**src/rtl/arena_memory_if.sv**
```systemverilog
// Solver, host and sequencer signal bundle for the Life arena memory.
// The master side drives requests; the slave side is the arena itself.
interface arena_memory_if #(
    parameter int unsigned ARENA_WIDTH = 10
);
    logic                   solver_active;
    logic [7:0]             solver_row_select;
    logic [ARENA_WIDTH-1:0] solver_columns;
    logic [ARENA_WIDTH-1:0] solver_columns_new;
    logic                   solver_columns_write;

    logic [7:0]             host_row_select;
    logic [7:0]             host_col_select;
    logic [ARENA_WIDTH-1:0] host_columns;
    logic [ARENA_WIDTH-1:0] host_columns_new;
    logic                   host_columns_write;
    logic                   host_cell_toggle;
    logic                   host_denied;

    logic                   clear_start;
    logic                   count_start;
    logic                   busy;
    logic                   done;
    logic [15:0]            population;

    modport master (
        output solver_active, solver_row_select, solver_columns_new, solver_columns_write,
        output host_row_select, host_col_select, host_columns_new, host_columns_write,
        output host_cell_toggle, clear_start, count_start,
        input  solver_columns, host_columns, host_denied, busy, done, population
    );

    modport slave (
        input  solver_active, solver_row_select, solver_columns_new, solver_columns_write,
        input  host_row_select, host_col_select, host_columns_new, host_columns_write,
        input  host_cell_toggle, clear_start, count_start,
        output solver_columns, host_columns, host_denied, busy, done, population
    );
endinterface

```
**src/rtl/arena_memory.sv**
```systemverilog
// Row-addressed Life arena with solver and host ports, write ownership arbitration,
// and a one-row-per-cycle sequencer for arena clear and live-cell count.
module arena_memory #(
    parameter int unsigned ARENA_WIDTH  = 10,
    parameter int unsigned ARENA_HEIGHT = 10
) (
    input  logic          clk,
    input  logic          reset,
    arena_memory_if.slave bus
);
    localparam int unsigned ROW_W = (ARENA_HEIGHT > 1) ? $clog2(ARENA_HEIGHT) : 1;
    localparam int unsigned COL_W = (ARENA_WIDTH > 1) ? $clog2(ARENA_WIDTH) : 1;

    typedef enum logic [1:0] {IDLE, CLEAR, COUNT} state_t;

    logic [ARENA_WIDTH-1:0] mem [ARENA_HEIGHT];
    state_t                 state;
    logic [7:0]             k;
    logic [15:0]            acc;
    logic                   busy_q;
    logic                   done_q;
    logic                   denied_q;
    logic [15:0]            population_q;

    logic             solver_row_ok;
    logic             host_row_ok;
    logic             host_col_ok;
    logic [ROW_W-1:0] solver_idx;
    logic [ROW_W-1:0] host_idx;
    logic [COL_W-1:0] col_idx;
    logic [ROW_W-1:0] k_idx;
    logic             host_req;
    logic             host_grant;
    logic             solver_wr_ok;
    logic [15:0]      acc_next;

    assign solver_row_ok = {1'b0, bus.solver_row_select} < 9'(ARENA_HEIGHT);
    assign host_row_ok   = {1'b0, bus.host_row_select} < 9'(ARENA_HEIGHT);
    assign host_col_ok   = {1'b0, bus.host_col_select} < 9'(ARENA_WIDTH);
    assign solver_idx    = ROW_W'(bus.solver_row_select);
    assign host_idx      = ROW_W'(bus.host_row_select);
    assign col_idx       = COL_W'(bus.host_col_select);
    assign k_idx         = ROW_W'(k);

    // Out-of-range rows read as zero rather than aliasing onto a real row.
    assign bus.solver_columns = solver_row_ok ? mem[solver_idx] : '0;
    assign bus.host_columns   = host_row_ok ? mem[host_idx] : '0;

    // A row write shadows a simultaneous toggle; out-of-range requests never count as requests.
    assign host_req     = host_row_ok && (bus.host_columns_write || (bus.host_cell_toggle && host_col_ok));
    assign host_grant   = host_req && !bus.solver_active && !busy_q;
    assign solver_wr_ok = bus.solver_columns_write && solver_row_ok && bus.solver_active && !busy_q;
    assign acc_next     = acc + 16'($countones(mem[k_idx]));

    always_ff @(posedge clk) begin
        if (reset) begin
            mem          <= '{default: '0};
            state        <= IDLE;
            k            <= '0;
            acc          <= '0;
            busy_q       <= 1'b0;
            done_q       <= 1'b0;
            denied_q     <= 1'b0;
            population_q <= '0;
        end else begin
            done_q   <= 1'b0;
            denied_q <= host_req && !host_grant;

            if (solver_wr_ok) begin
                mem[solver_idx] <= bus.solver_columns_new;
            end
            if (host_grant) begin
                if (bus.host_columns_write) begin
                    mem[host_idx] <= bus.host_columns_new;
                end else begin
                    mem[host_idx][col_idx] <= ~mem[host_idx][col_idx];
                end
            end

            case (state)
                IDLE: begin
                    if (!bus.solver_active) begin
                        if (bus.clear_start) begin
                            state  <= CLEAR;
                            k      <= '0;
                            busy_q <= 1'b1;
                        end else if (bus.count_start) begin
                            state  <= COUNT;
                            k      <= '0;
                            acc    <= '0;
                            busy_q <= 1'b1;
                        end
                    end
                end
                CLEAR: begin
                    mem[k_idx] <= '0;
                    k          <= k + 8'd1;
                    if (k == 8'(ARENA_HEIGHT - 1)) begin
                        state  <= IDLE;
                        busy_q <= 1'b0;
                        done_q <= 1'b1;
                    end
                end
                COUNT: begin
                    acc <= acc_next;
                    k   <= k + 8'd1;
                    if (k == 8'(ARENA_HEIGHT - 1)) begin
                        state        <= IDLE;
                        busy_q       <= 1'b0;
                        done_q       <= 1'b1;
                        population_q <= acc_next;
                    end
                end
                default: begin
                    state  <= IDLE;
                    busy_q <= 1'b0;
                end
            endcase
        end
    end

    assign bus.busy        = busy_q;
    assign bus.done        = done_q;
    assign bus.host_denied = denied_q;
    assign bus.population  = population_q;
endmodule

```
**src/flat_wrapper.sv**
```systemverilog
// flat-port wrapper written by rule: the top's interface ports become plain ports
module arena_memory_flat 
#(
    parameter int unsigned ARENA_WIDTH  = 10,
    parameter int unsigned ARENA_HEIGHT = 10
)
  (clk, reset, bus_solver_active, bus_solver_row_select, bus_solver_columns_new, bus_solver_columns_write, bus_host_row_select, bus_host_col_select, bus_host_columns_new, bus_host_columns_write, bus_host_cell_toggle, bus_clear_start, bus_count_start, bus_solver_columns, bus_host_columns, bus_host_denied, bus_busy, bus_done, bus_population);
  arena_memory_if #(.ARENA_WIDTH(ARENA_WIDTH)) bus_i ();
  input  logic clk;
  input  logic reset;
  input wire logic [$bits(bus_i.solver_active)-1:0] bus_solver_active;
  input wire logic [$bits(bus_i.solver_row_select)-1:0] bus_solver_row_select;
  input wire logic [$bits(bus_i.solver_columns_new)-1:0] bus_solver_columns_new;
  input wire logic [$bits(bus_i.solver_columns_write)-1:0] bus_solver_columns_write;
  input wire logic [$bits(bus_i.host_row_select)-1:0] bus_host_row_select;
  input wire logic [$bits(bus_i.host_col_select)-1:0] bus_host_col_select;
  input wire logic [$bits(bus_i.host_columns_new)-1:0] bus_host_columns_new;
  input wire logic [$bits(bus_i.host_columns_write)-1:0] bus_host_columns_write;
  input wire logic [$bits(bus_i.host_cell_toggle)-1:0] bus_host_cell_toggle;
  input wire logic [$bits(bus_i.clear_start)-1:0] bus_clear_start;
  input wire logic [$bits(bus_i.count_start)-1:0] bus_count_start;
  output wire logic [$bits(bus_i.solver_columns)-1:0] bus_solver_columns;
  output wire logic [$bits(bus_i.host_columns)-1:0] bus_host_columns;
  output wire logic [$bits(bus_i.host_denied)-1:0] bus_host_denied;
  output wire logic [$bits(bus_i.busy)-1:0] bus_busy;
  output wire logic [$bits(bus_i.done)-1:0] bus_done;
  output wire logic [$bits(bus_i.population)-1:0] bus_population;
  assign bus_i.solver_active = bus_solver_active;
  assign bus_i.solver_row_select = bus_solver_row_select;
  assign bus_i.solver_columns_new = bus_solver_columns_new;
  assign bus_i.solver_columns_write = bus_solver_columns_write;
  assign bus_i.host_row_select = bus_host_row_select;
  assign bus_i.host_col_select = bus_host_col_select;
  assign bus_i.host_columns_new = bus_host_columns_new;
  assign bus_i.host_columns_write = bus_host_columns_write;
  assign bus_i.host_cell_toggle = bus_host_cell_toggle;
  assign bus_i.clear_start = bus_clear_start;
  assign bus_i.count_start = bus_count_start;
  assign bus_solver_columns = bus_i.solver_columns;
  assign bus_host_columns = bus_i.host_columns;
  assign bus_host_denied = bus_i.host_denied;
  assign bus_busy = bus_i.busy;
  assign bus_done = bus_i.done;
  assign bus_population = bus_i.population;
  arena_memory #(.ARENA_WIDTH(ARENA_WIDTH), .ARENA_HEIGHT(ARENA_HEIGHT)) u_core (.clk(clk), .reset(reset), .bus(bus_i));
endmodule
```
**config.mk**
```make
export PLATFORM = sky130hd
export DESIGN_NAME = arena_memory_flat
export DESIGN_NICKNAME = d
export VERILOG_FILES = /design/src/rtl/arena_memory_if.sv /design/src/rtl/arena_memory.sv /design/src/flat_wrapper.sv
export SDC_FILE = /design/constraint.sdc
export NUM_CORES = 1
export LEC_CHECK = 0
export ABC_AREA = 0
export CORE_MARGIN = 5
export CORE_UTILIZATION = 36
export DETAILED_ROUTE_END_ITERATION = 12
export PLACE_DENSITY = 0.62
export SYNTH_ARGS = -nofsm -noshare
export SYNTH_HDL_FRONTEND = slang
export SYNTH_SLANG_ARGS = --single-unit
export TNS_END_PERCENT = 1
```
**constraint.sdc**
```tcl
create_clock -name clk -period 4.93 [get_ports clk]
set_input_delay 1.479 -clock clk [delete_from_list [all_inputs] [get_ports clk]]
set_output_delay 1.479 -clock clk [all_outputs]
set_load 0.01 [all_outputs]
```
Word-level counts from Yosys, hierarchy flattened --
Cells that the tools add are included.
Cells by class: add/sub/neg operators 11, order comparisons 11, equal/unequal tests 8, mux-type cells 51, bitwise logic cells 7, reduce and logical (&&, ||, !) cells 25
Operators with widths (number):
- two-way mux 100 bit | 6
- bitwise mux 100 bit | 3
- demux 10 bit (select 4 bit) | 4
- binary-select mux 10 bit (select 4 bit) | 3
- two-way mux 10 bit | 12
- bitwise AND 100 bit | 1
- inverter 100 bit | 1
- adder 16 bit | 5
- two-way mux 16 bit | 3
- one-hot mux 16 bit (2 select lines) | 1
- less-than comparator 8 x 4 -> 1 bit, second input constant | 3
- two-way mux 8 bit | 3
- one-hot mux 8 bit (2 select lines) | 1
- greater-or-equal comparator 5 bit, second input constant | 3
- less-than comparator 5 x 1 -> 1 bit, second input constant | 3
- inverter 4 -> 5 bit | 3
- logical AND 1 bit | 12
- adder 1 x 1 -> 2 bit | 5
- adder 8 x 1 -> 8 bit, second input constant | 1
- == test 8 x 4 -> 1 bit, second input constant | 1
- two-way mux 2 bit | 4
- two-way mux 1 bit | 7
- != test 2 bit, second input constant | 3
- AND reduction 3 bit | 2
- 18 further kinds | 23
Word-level totals: register bits 145, bits of input ports 52, output and inout bits 39, word-level logic and storage cells 130

Logic depth before layout (Yosys ltp) --
Gate-level depths: netlist of run 1.
depth in word-level cells 14, depth in mapped cells 21, gate-level depth less buffers 19

Least setup slack after synthesis of run 1 --
Ideal clock, no wire load.
kind reg-to-reg, start reg u_core.k[0], end reg u_core.acc[10], setup time 0.074 ns, arrival 5.393 ns, data required time 4.856 ns, path slack -0.537 ns, stages on the path, launching flop included 22, buffers on the path 3, clock period less this slack 5.467 ns, path through dfxtp_1 -> clkbuf_1 -> buf_2 -> clkbuf_1 -> mux2i_1 -> nor2_1 -> a21oi_1 -> o21ai_0 -> ha_1 -> inv_1 -> fa_1 -> fa_1 -> fa_1 -> inv_1 -> ha_1 -> fa_1 -> a21o_1 -> a21oi_1 -> o21ba_2 -> or3_1 -> or4_1 -> o21ai_0
On the way: longest elaborated chain between the ends 10, elaborated cells between the ends (all ways) 15, classes of those cells add/sub: 10; mux: 4; bitwise: 1
Ends and longest elaborated chain:
- from (decl) | line arena_memory.sv:18 | logic [7:0] k;
- from (signal assigned) | line arena_memory.sv:97 | k <= k + 8'd1;
- from (signal assigned) | line arena_memory.sv:106 | k <= k + 8'd1;
- inverter 4 -> 5 bit (not written as such) * | line arena_memory.sv:53 | assign acc_next = acc + 16'($countones(mem[k_idx]));
- binary-select mux 10 bit (select 4 bit) * | line arena_memory.sv:53
- two-way mux 10 bit (not written as such) * (2 in a row) | line arena_memory.sv:53
- adder 1 x 1 -> 2 bit (not written as such) | line arena_memory.sv:53
- adder 16 bit (not written as such) (2 in a row) | line arena_memory.sv:53
- adder 16 bit (not written as such) * | line arena_memory.sv:53
- adder 16 bit * | line arena_memory.sv:53
- one-hot mux 16 bit (2 select lines) * | line arena_memory.sv:80 | case (state)
- to (signal assigned) | line arena_memory.sv:105 | acc <= acc_next;
- to (decl) | line arena_memory.sv:19 | logic [15:0] acc;
Every way passes the cells marked *; elsewhere a longest branch is shown, timed or not. The select of a mux whose other input is x is not followed. A chain may end at the register's enable or synchronous reset.

Final worst setup path of run 1 --
start in bus_host_row_select[1], end out bus_host_columns[9]
On the way: longest elaborated chain between the ends 5, elaborated cells between the ends (all ways) 6, classes of those cells order compare: 1; mux: 4; bitwise: 1
Ends and longest elaborated chain:
- from (decl) | line flat_wrapper.sv:15 | input wire logic [$bits(bus_i.host_row_select)-1:0] bus_host_row_select;
- inverter 4 -> 5 bit (not written as such) | line arena_memory.sv:47 | assign bus.host_columns = host_row_ok ? mem[host_idx] : '0;
- binary-select mux 10 bit (select 4 bit) | line arena_memory.sv:47
- two-way mux 10 bit (not written as such) (2 in a row) | line arena_memory.sv:47
- two-way mux 10 bit * | line arena_memory.sv:47
- to (decl) | line flat_wrapper.sv:23 | output wire logic [$bits(bus_i.host_columns)-1:0] bus_host_columns;
Marked as above.

==> results.cfg, run 1 <==
[run_status]
status = finished with violations
violations = negative setup slack

[worst_setup_path]
rr_worst_depth = 18
arrival_ns = 3.61
critPathRequiredTime_ns = 3.45
end_kind = output pin
reg2reg_to = u_core.acc[10]
r2r-start = u_core.k[0]
critical_path_class = input port to output pin
cp_max_fo = 6
critPathLaunchType = input port
r2r_slack_ns = -0.16

[logic_synthesis]
ys_top_cells_by_area = dfxtp_1 26%, mux2i_1 13%, mux4_2 11%
yosysMostFrequentCell = nand2_1
syn_nets = 1389
syn_avg_cell_area_um2 = 8.522
synth_seq_cells = 145
synth_area_leader_cell = dfxtp_1
ys.flop_type = dfxtp_1
synth_edf_count = 0
yosysWarnings = 0
synth_cell_types = 77
async_reset_ff_frac = 0
synth_area_um2 = 11160
yosys-top-cells-count = 164 x nand2_1, 145 x dfxtp_1, 145 x mux2i_1
syn_inst = 1310
synth_seq_area_share = 0.2600
synth_top_cell_area_share = 0.2600

[global_route]
grt_max_degree = 57
grt_pass1_vias = 11110
antenna_found_initial = 0
grt_overflow = 0
track_usage = 0.2538
grt_pass1_wl_um = 67860

[cells_and_area]
regArea_um2 = 2907
n_antenna_cell = 0
final_area_um2 = 14210
areaGrowthSynthToFinish_pct = 27.28
fin_nets = 1564
drive_gt1_frac = 0.2216
utilization = 0.4645
nFillCells = 2947
multi_input_area_um2 = 7890

[drt]
viasPerCell = 6.250
wl_per_cell_um = 23.68
dr.pass1.iters = 7
drtAntennaViolNets = 0
drt_iter0_markers = 1530
via_count = 11840
drc_errors = 0
wirelength_um = 44840

[die]
die_width_um = 186.1
die_height_um = 186.1
start_util = 0.3650
die_area_um2 = 34640
placementRows = 64
core-area_um2 = 30590
ios = 91

[clock_network]
cts_sinks = 145
cts_htree_levels = 4
tritoncts = built
clk_latency_ns = 0.45
clk_pin_slew_ns = 0.07
cts-root-buf = clkbuf_16
cts_max_path_buffers = 2
hold_buffers = 0
numCtsBuffers = 17

[timing]
whs_ns = 0.4557
max_freq_mhz = 196.5
min_period_ns = 5.090
rsz0062_at_grt = yes
final.period_utilization = 1.032
final-setup-viol-count = 3
worstMarginPinSlew_ns = 1.197
clock-skew-final_ns = 0.01804
fin_ws_ns = -0.1596
relSlewSlack = 0.1966
finalMaxSlewViolations = 0
hold_viol = 0

[job]
cap_violations = 0

[power]
powerDensity_nw_per_um2 = 219.1
p_leak_nw = 5.391
ir_drop_v = 0.0002408
finalPower_mw = 3.113

[worst_hold_path]
holdPathStages = 2
timing.hold.worst_endpoint = u_core.bus.population[4]
worstHoldStart = u_core.bus.population[4]
min_path_type = flip-flop to flip-flop

[placed_design]
placed_area_um2 = 13380
pre_cts_ws_ns = -0.3221
hpwl_um = 34260
portBuffers = 90
gp_congestion = 1.025
## worst max-delay path by stage
stage                        startpoint                        end  cells after the start  slack (ns)
2_1_floorplan               u_core.k[0]  u_core.bus.population[15]                     18      -0.004
3_3_place_gp   bus_solver_row_select[1]      bus_solver_columns[4]                      7       -0.29
3_5_place_dp   bus_solver_row_select[1]      bus_solver_columns[4]                      7       -0.32
4_1_cts        bus_solver_row_select[1]      bus_solver_columns[4]                      7       -0.18
5_1_grt                     u_core.k[0]             u_core.acc[10]                     18       -0.30
6_report         bus_host_row_select[1]        bus_host_columns[9]                      7       -0.16
## layout make-up
| type | instances | share of cell area |
|---|---|---|
| Sequential cell | 145 | 0.2045 |
| Timing Repair Buffer | 252 | 0.1554 |
| Tap cell | 396 | 0.03487 |
| Multi-Input combinational cell | 1036 | 0.5553 |
| Clock buffer | 17 | 0.02994 |
| Clock inverter | 15 | 0.01127 |
| Inverter | 33 | 0.008717 |
## sequential cells by signal, indices dropped and copies added, names as in the netlist
signal / flops
u_core.mem: 100
u_core.acc: 16
u_core.bus.population: 16
u_core.k: 8
u_core.state: 2
u_core.bus.busy: 1
u_core.bus.done: 1
u_core.bus.host_denied: 1
## report_power, final
part | internal [mW] | switching [mW] | leakage [nW]
combinational | 0.229 | 0.348 | 3.94
clock | 0.683 | 0.657 | 0.287
sequential | 1.18 | 0.0159 | 1.17
## through the flow
step             TNS, ns  instances
2_1_floorplan  -0.004313       1310
3_3_place_gp      -4.769       1857
3_5_place_dp      -6.261       1857
4_1_cts           -1.233       1889
5_1_grt           -3.014       1894
6_report         -0.3343       1894
## layer usage
layer / part of all wire / track usage
met1: 0.41 / 0.3524
met2: 0.44 / 0.3917
met3: 0.11 / 0.04925
met4: 0.040 / 0.09793
met5: 0 / 0
## cell usage in the layout (no fill, tap or decap), types with 29 or more instances in the layout
master / Yosys / routed
mux2i_1: 145 / 141
buf_4: 8 / 151
nand2_1: 164 / 163
inv_1: 31 / 30
mux4_2: 54 / 54
a21oi_1: 111 / 105
nor2_1: 87 / 87
clkdlybuf4s50_1: 0 / 67
dfxtp_1: 145 / 144
o21ai_0: 95 / 87
a221oi_1: 29 / 29
## kinds of logic (layout without fill, tap and decap cells)
kind of cell               Yosys count  in the layout  synth area share
and+or+nand+nor                    404            404            0.1796
AOI/OAI and AO/OA                  374            374            0.2099
muxes                              213            213            0.2533
DFF                                145            145            0.2600
buffers and inverters              129            317           0.04808
adders and majority gates           27             27           0.03497
xor gates and xnor gates            18             18           0.01412
## critical path: stages
cell	delay [ns]
clkdlybuf4s50_1	0.47
buf_4	0.19
or2_2	0.37
o22ai_1	0.19
o22a_1	0.23
and2_1	0.15
clkdlybuf4s50_1	0.53
## what timing repair did
item                                    in CTS  in global routing
gates cloned                                 0                  1
pin swaps                                    3                 16
endpoints found under the setup margin      40                 37
resized for setup                           36                 35
buffers inserted                             0                  4
No activity file was read; power rests on OpenSTA's default activity.
==> inputs of run 2 (changes only) <==
--- a/config.mk
+++ b/config.mk
@@ -6,10 +6,11 @@
 export NUM_CORES = 1
 export LEC_CHECK = 0
 export ABC_AREA = 0
-export CORE_MARGIN = 5
+export CORE_MARGIN = 1.5
 export CORE_UTILIZATION = 36
 export DETAILED_ROUTE_END_ITERATION = 12
 export PLACE_DENSITY = 0.62
+export SETUP_SLACK_MARGIN = 0.5
 export SYNTH_ARGS = -nofsm -noshare
 export SYNTH_HDL_FRONTEND = slang
 export SYNTH_SLANG_ARGS = --single-unit
==> run 2 against run 1 <==
Core utilization rose by 0.38 points; the run still ends with negative setup slack left; critical path type is now flip-flop to flip-flop; flip-flop and latch count is the same; non-clock buffer count fell by 33; first-iteration DRC count is 22% lower.
==> results.cfg, run 2 (synthesized netlist as in run 1, its figures left out) <==
[worst_setup_path]
reg2reg_to = u_core.acc[10]
cp_max_fo = 8
arrival_ns = 5.37
critPathLaunchType = flip-flop
critical_path_class = flip-flop to flip-flop
rr_worst_depth = 18
crit_end = u_core.acc[10]
r2r_slack_ns = -0.06
end_kind = flip-flop
startpoint = u_core.k[0]
critPathRequiredTime_ns = 5.31
r2r-start = u_core.k[0]

[cells_and_area]
fin_nets = 1531
layoutNonFillerInstCount = 1862
areaGrowthSynthToFinish_pct = 28.31
final_common_cell = nand2_1
nFillCells = 2939
drive_gt1_frac = 0.2444
utilization = 0.4683
mostFrequentLayoutCells = 161 x nand2_1, 144 x dfxtp_1, 140 x mux2i_1, 106 x buf_4, 101 x a21oi_1
largest_reg_flops = 100
top_register = u_core.mem

[timing]
finalMaxSlewViolations = 0
relSlewSlack = 0.2275
worstMarginPinSlew_ns = 1.156
hold_viol = 0
whs_ns = 0.4550
fin_ws_ns = -0.05929
min_period_ns = 4.989
clock-skew-final_ns = 0.01334
final.period_utilization = 1.012
final-setup-viol-count = 1
rsz0062_at_grt = yes
max_freq_mhz = 200.4

[global_route]
grt_max_degree = 56
track_usage = 0.2760
grt_pass1_wl_um = 65910
grt_overflow = 0
antenna_found_initial = 0
grt_pass1_vias = 10740

[placed_design]
portBuffers = 90
gp_congestion = 0.9938
post-place-cells = 1827
hpwl_um = 34040

[power]
p_leak_nw = 5.247
powerDensity_nw_per_um2 = 225.3
ir_drop_v = 0.0002587

[die]
die_width_um = 179.1
start_util = 0.3650
placementRows = 64
core-area_um2 = 30590
die_height_um = 179.1
die_area_um2 = 32080
ios = 91

[clock_network]
cts-root-buf = clkbuf_16
numCtsBuffers = 17
clk_latency_ns = 0.45
cts_sinks = 145
tritoncts = built
hold_buffers = 0
cts_max_path_buffers = 2
clk_pin_slew_ns = 0.07
cts_htree_levels = 4

[drt]
drt_iter0_markers = 1195
drc_errors = 0
dr.pass1.iters = 7
wl_per_cell_um = 23.80
viasPerCell = 6.175
wirelength_um = 44320
via_count = 11500
drtAntennaViolNets = 0

[worst_hold_path]
min_path_type = flip-flop to flip-flop
worstHoldStart = u_core.bus.population[1]

[run_status]
violations = negative setup slack
status = finished with violations

[job]
cap_violations = 0
==> run 2: area by class of cell <==
class                           count  area [um^2]  share of cell area
Sequential cell                   145         2907              0.2029
Multi-Input combinational cell   1036         8120              0.5669
Clock inverter                     15        207.7             0.01450
Tap cell                          396        495.5             0.03459
Clock buffer                       17        425.4             0.02970
Antenna cell                        1        2.502           0.0001747
Inverter                           33        123.9            0.008647
Timing Repair Buffer              219         2043              0.1426
==> run 2: where the power goes <==
part	internal (mW)	leakage (nW)	switching, mW
clock network	0.825	0.313	0.633
logic	0.226	3.77	0.349
registers	1.18	1.17	0.0136
total	2.23	5.25	0.996
==> run 2: worst min path at each step <==
stage	endpoint	cells past startpoint
2_1_floorplan	u_core.acc[0]	2
3_3_place_gp	u_core.acc[0]	2
6_report	u_core.bus.population[1]	2
5_1_grt	u_core.bus.population[3]	2
4_1_cts	u_core.bus.population[4]	2
3_5_place_dp	u_core.acc[1]	2
==> run 2: through the flow <==
| stage | power (mW) | area [um^2] | TNS [ns] | setup slack [ns] |
|---|---|---|---|---|
| after global placement | 1.747 | 13190 | -3.280 | -0.3422 |
| final | 3.227 | 14330 | -0.05929 | -0.05929 |
| after floorplan | 1.538 | 11230 | 0 | 0.1367 |
| after detailed placement | 1.751 | 13190 | -4.768 | -0.3403 |
| after CTS | 3.201 | 14030 | -0.1301 | -0.03655 |
| after global routing | 3.314 | 14320 | -0.9910 | -0.1946 |
==> run 2: timing repair <==
item / 4_1_cts / 5_1_grt
gates cloned: 1 / 0
pin swaps: 14 / 35
setup buffers: 1 / 0
resized for setup: 64 / 144
endpoints found under the setup margin: 48 / 49
==> run 2: worst max-delay path, cell delays in order, from the launching register on <==
cell and delay [ns]:
dfxtp_4 0.38, buf_12 0.14, mux4_2 0.55, a21oi_2 0.14
o21ai_1 0.07, ha_1 0.36, inv_2 0.07, fa_2 0.56
fa_1 0.42, fa_1 0.45, inv_2 0.08, ha_4 0.13
fa_2 0.21, a21o_1 0.14, a21oi_2 0.07, o21ba_4 0.24
or3_4 0.34, or4_1 0.47, o21ai_1 0.08
==> run 2: routing by layer <==
metal / GRT usage / part of all wire
met5: 0 / 0
met4: 0.1061 / 0.034
met3: 0.07528 / 0.10
met2: 0.4218 / 0.45
met1: 0.3688 / 0.42
==> inputs of run 3 (changes only) <==
--- a/config.mk
+++ b/config.mk
@@ -9,6 +9,7 @@
 export CORE_MARGIN = 1.5
 export CORE_UTILIZATION = 36
 export DETAILED_ROUTE_END_ITERATION = 12
+export MAX_ROUTING_LAYER = met4
 export PLACE_DENSITY = 0.62
 export SETUP_SLACK_MARGIN = 0.5
 export SYNTH_ARGS = -nofsm -noshare
==> run 3 against run 2 <==
Final cell count is 0.16% lower; combinational power hardly changed; via count is 2.1% higher; hold slack lost 0.0018 ns; sequential power about the same; clock power decreased by 7%; the flow still finishes with violations (negative setup slack); non-clock buffer count fell by 2; power shrank 2.9%; register-to-register slack improved by 0.04 ns; largest cell class unchanged; clock-buffer cell count stayed put.
==> results.cfg, run 3 (synthesized netlist as in run 1, its figures left out) <==
[timing]
final-setup-viol-count = 1
finalMaxSlewViolations = 0
final.period_utilization = 1.004
finalSetupTns_ns = -0.02039
hold_viol = 0
worstMarginPinSlew_ns = 1.295
relSlewSlack = 0.1328
min_period_ns = 4.950
max_freq_mhz = 202.0
fin_ws_ns = -0.02039
clock-skew-final_ns = 0.01366
rsz0062_at_grt = yes

[cells_and_area]
n_antenna_cell = 0
areaGrowthSynthToFinish_pct = 27.98
mostFrequentLayoutCells = 163 x nand2_1, 144 x dfxtp_1, 138 x mux2i_1, 107 x buf_4, 103 x a21oi_1
utilization = 0.4671
nFillCells = 2972
fin_nets = 1529
drive_gt1_frac = 0.2488
final_common_cell = nand2_1
top_register = u_core.mem
final_area_um2 = 14290
largest_reg_flops = 100

[global_route]
antenna_found_initial = 0
grt_max_degree = 53
grt_pass1_vias = 10880
grt_overflow = 0
grt_pass1_wl_um = 67650
track_usage = 0.2913

[die]
core-area_um2 = 30590
die_height_um = 179.1
start_util = 0.3650
die_area_um2 = 32080
ios = 91
placementRows = 64
die_width_um = 179.1

[worst_setup_path]
max_stage_delay_ns = 0.57
cp_slowest_cell = fa_2
critPathRequiredTime_ns = 5.32
critical_path_class = flip-flop to flip-flop
cp_max_fo = 7
end_kind = flip-flop
arrival_ns = 5.34
critPathLaunchType = flip-flop
crit_chain = buf_12, mux4_2, a21oi_2, o21ai_2, ha_4, inv_1, fa_2, fa_1, fa_1, inv_2, ha_4, fa_2, a21o_1, a21oi_2, o21ba_4, or3_4, or4_1, o21ai_1

[run_status]
violations = negative setup slack
status = finished with violations

[job]
cap_violations = 0

[clock_network]
cts-root-buf = clkbuf_16
numCtsBuffers = 17
cts_htree_levels = 4
clk_latency_ns = 0.45
tritoncts = built
cts_sinks = 145
clk_pin_slew_ns = 0.08
hold_buffers = 0
cts_max_path_buffers = 2
post_cts_buffers = 0

[power]
p_leak_nw = 5.175
ir_drop_v = 0.0002399
powerDensity_nw_per_um2 = 219.4

[placed_design]
portBuffers = 90
gp_congestion = 0.9780
hpwl_um = 34690
placed_area_um2 = 13200
pre_cts_ws_ns = -0.3176

[drt]
wl_per_cell_um = 24.22
viasPerCell = 6.315
drtAntennaViolNets = 0
drt_iter0_markers = 1276
wirelength_um = 45030
via_count = 11740
dr.pass1.iters = 7
drc_errors = 0

[worst_hold_path]
min_path_type = flip-flop to flip-flop
[run 3: area by class of cell]
class                      count  area [um^2]  area share
multi-input combinational   1036         8148      0.5702
timing repair buffer         217         2006      0.1404
clock inverter                15        181.4     0.01270
clock buffer                  17        425.4     0.02977
tap                          396        495.5     0.03468
inverter                      33        126.4    0.008844
sequential                   145         2907      0.2034
[run 3: metal layers]
layer,global-route usage,vias up,wire [um]
li1,-,5219,-
met3,0.04941,141,4397
met5,-,-,0
met4,0.1216,0,1920
met2,0.4313,767,19910
met1,0.3915,5612,18800
[run 3: final timing paths]
check,from,to,slack [ns],cells past startpoint
worst max register to register,u_core.k[0],u_core.acc[10],-0.02,18
worst min register to register,u_core.acc[0],u_core.acc[0],0.45,2
worst max-delay path,u_core.k[0],u_core.acc[10],-0.02,18
worst min-delay path,u_core.acc[0],u_core.acc[0],0.45,2
[run 3: worst max-delay path, delay by kind of cell, from the launching register on]
family | cells | cell delay, ns
buffers and inverters | 3 | 0.27
AOI/OAI and AO/OA | 6 | 0.78
muxes | 1 | 0.55
DFF | 1 | 0.38
adders and majority gates | 6 | 2.08
and+or+nand+nor | 2 | 0.81
[run 3: stage by stage]
step / cells / hold WS, ns / power (mW)
2_1_floorplan: 1310 / 0.4319 / 1.538
3_3_place_gp: 1826 / 0.4441 / 1.753
3_5_place_dp: 1826 / 0.4465 / 1.755
4_1_cts: 1859 / 0.4561 / 3.116
5_1_grt: 1859 / 0.4849 / 3.212
6_report: 1859 / 0.4531 / 3.135
[run 3: report_power, final]
part           switching (mW)  total (mW)  internal (mW)  leakage [nW]
combinational           0.355       0.578          0.223          3.71
clock                   0.673        1.36          0.690         0.296
sequential             0.0148        1.19           1.18          1.17
[run 3: what timing repair did]
item / 4_1_cts / 5_1_grt
cloned: 1 / 0
hold endpoints to repair: 0 / 0
endpoints found under the setup margin: 48 / 48
resized for setup: 171 / 51
pin swaps: 22 / 23
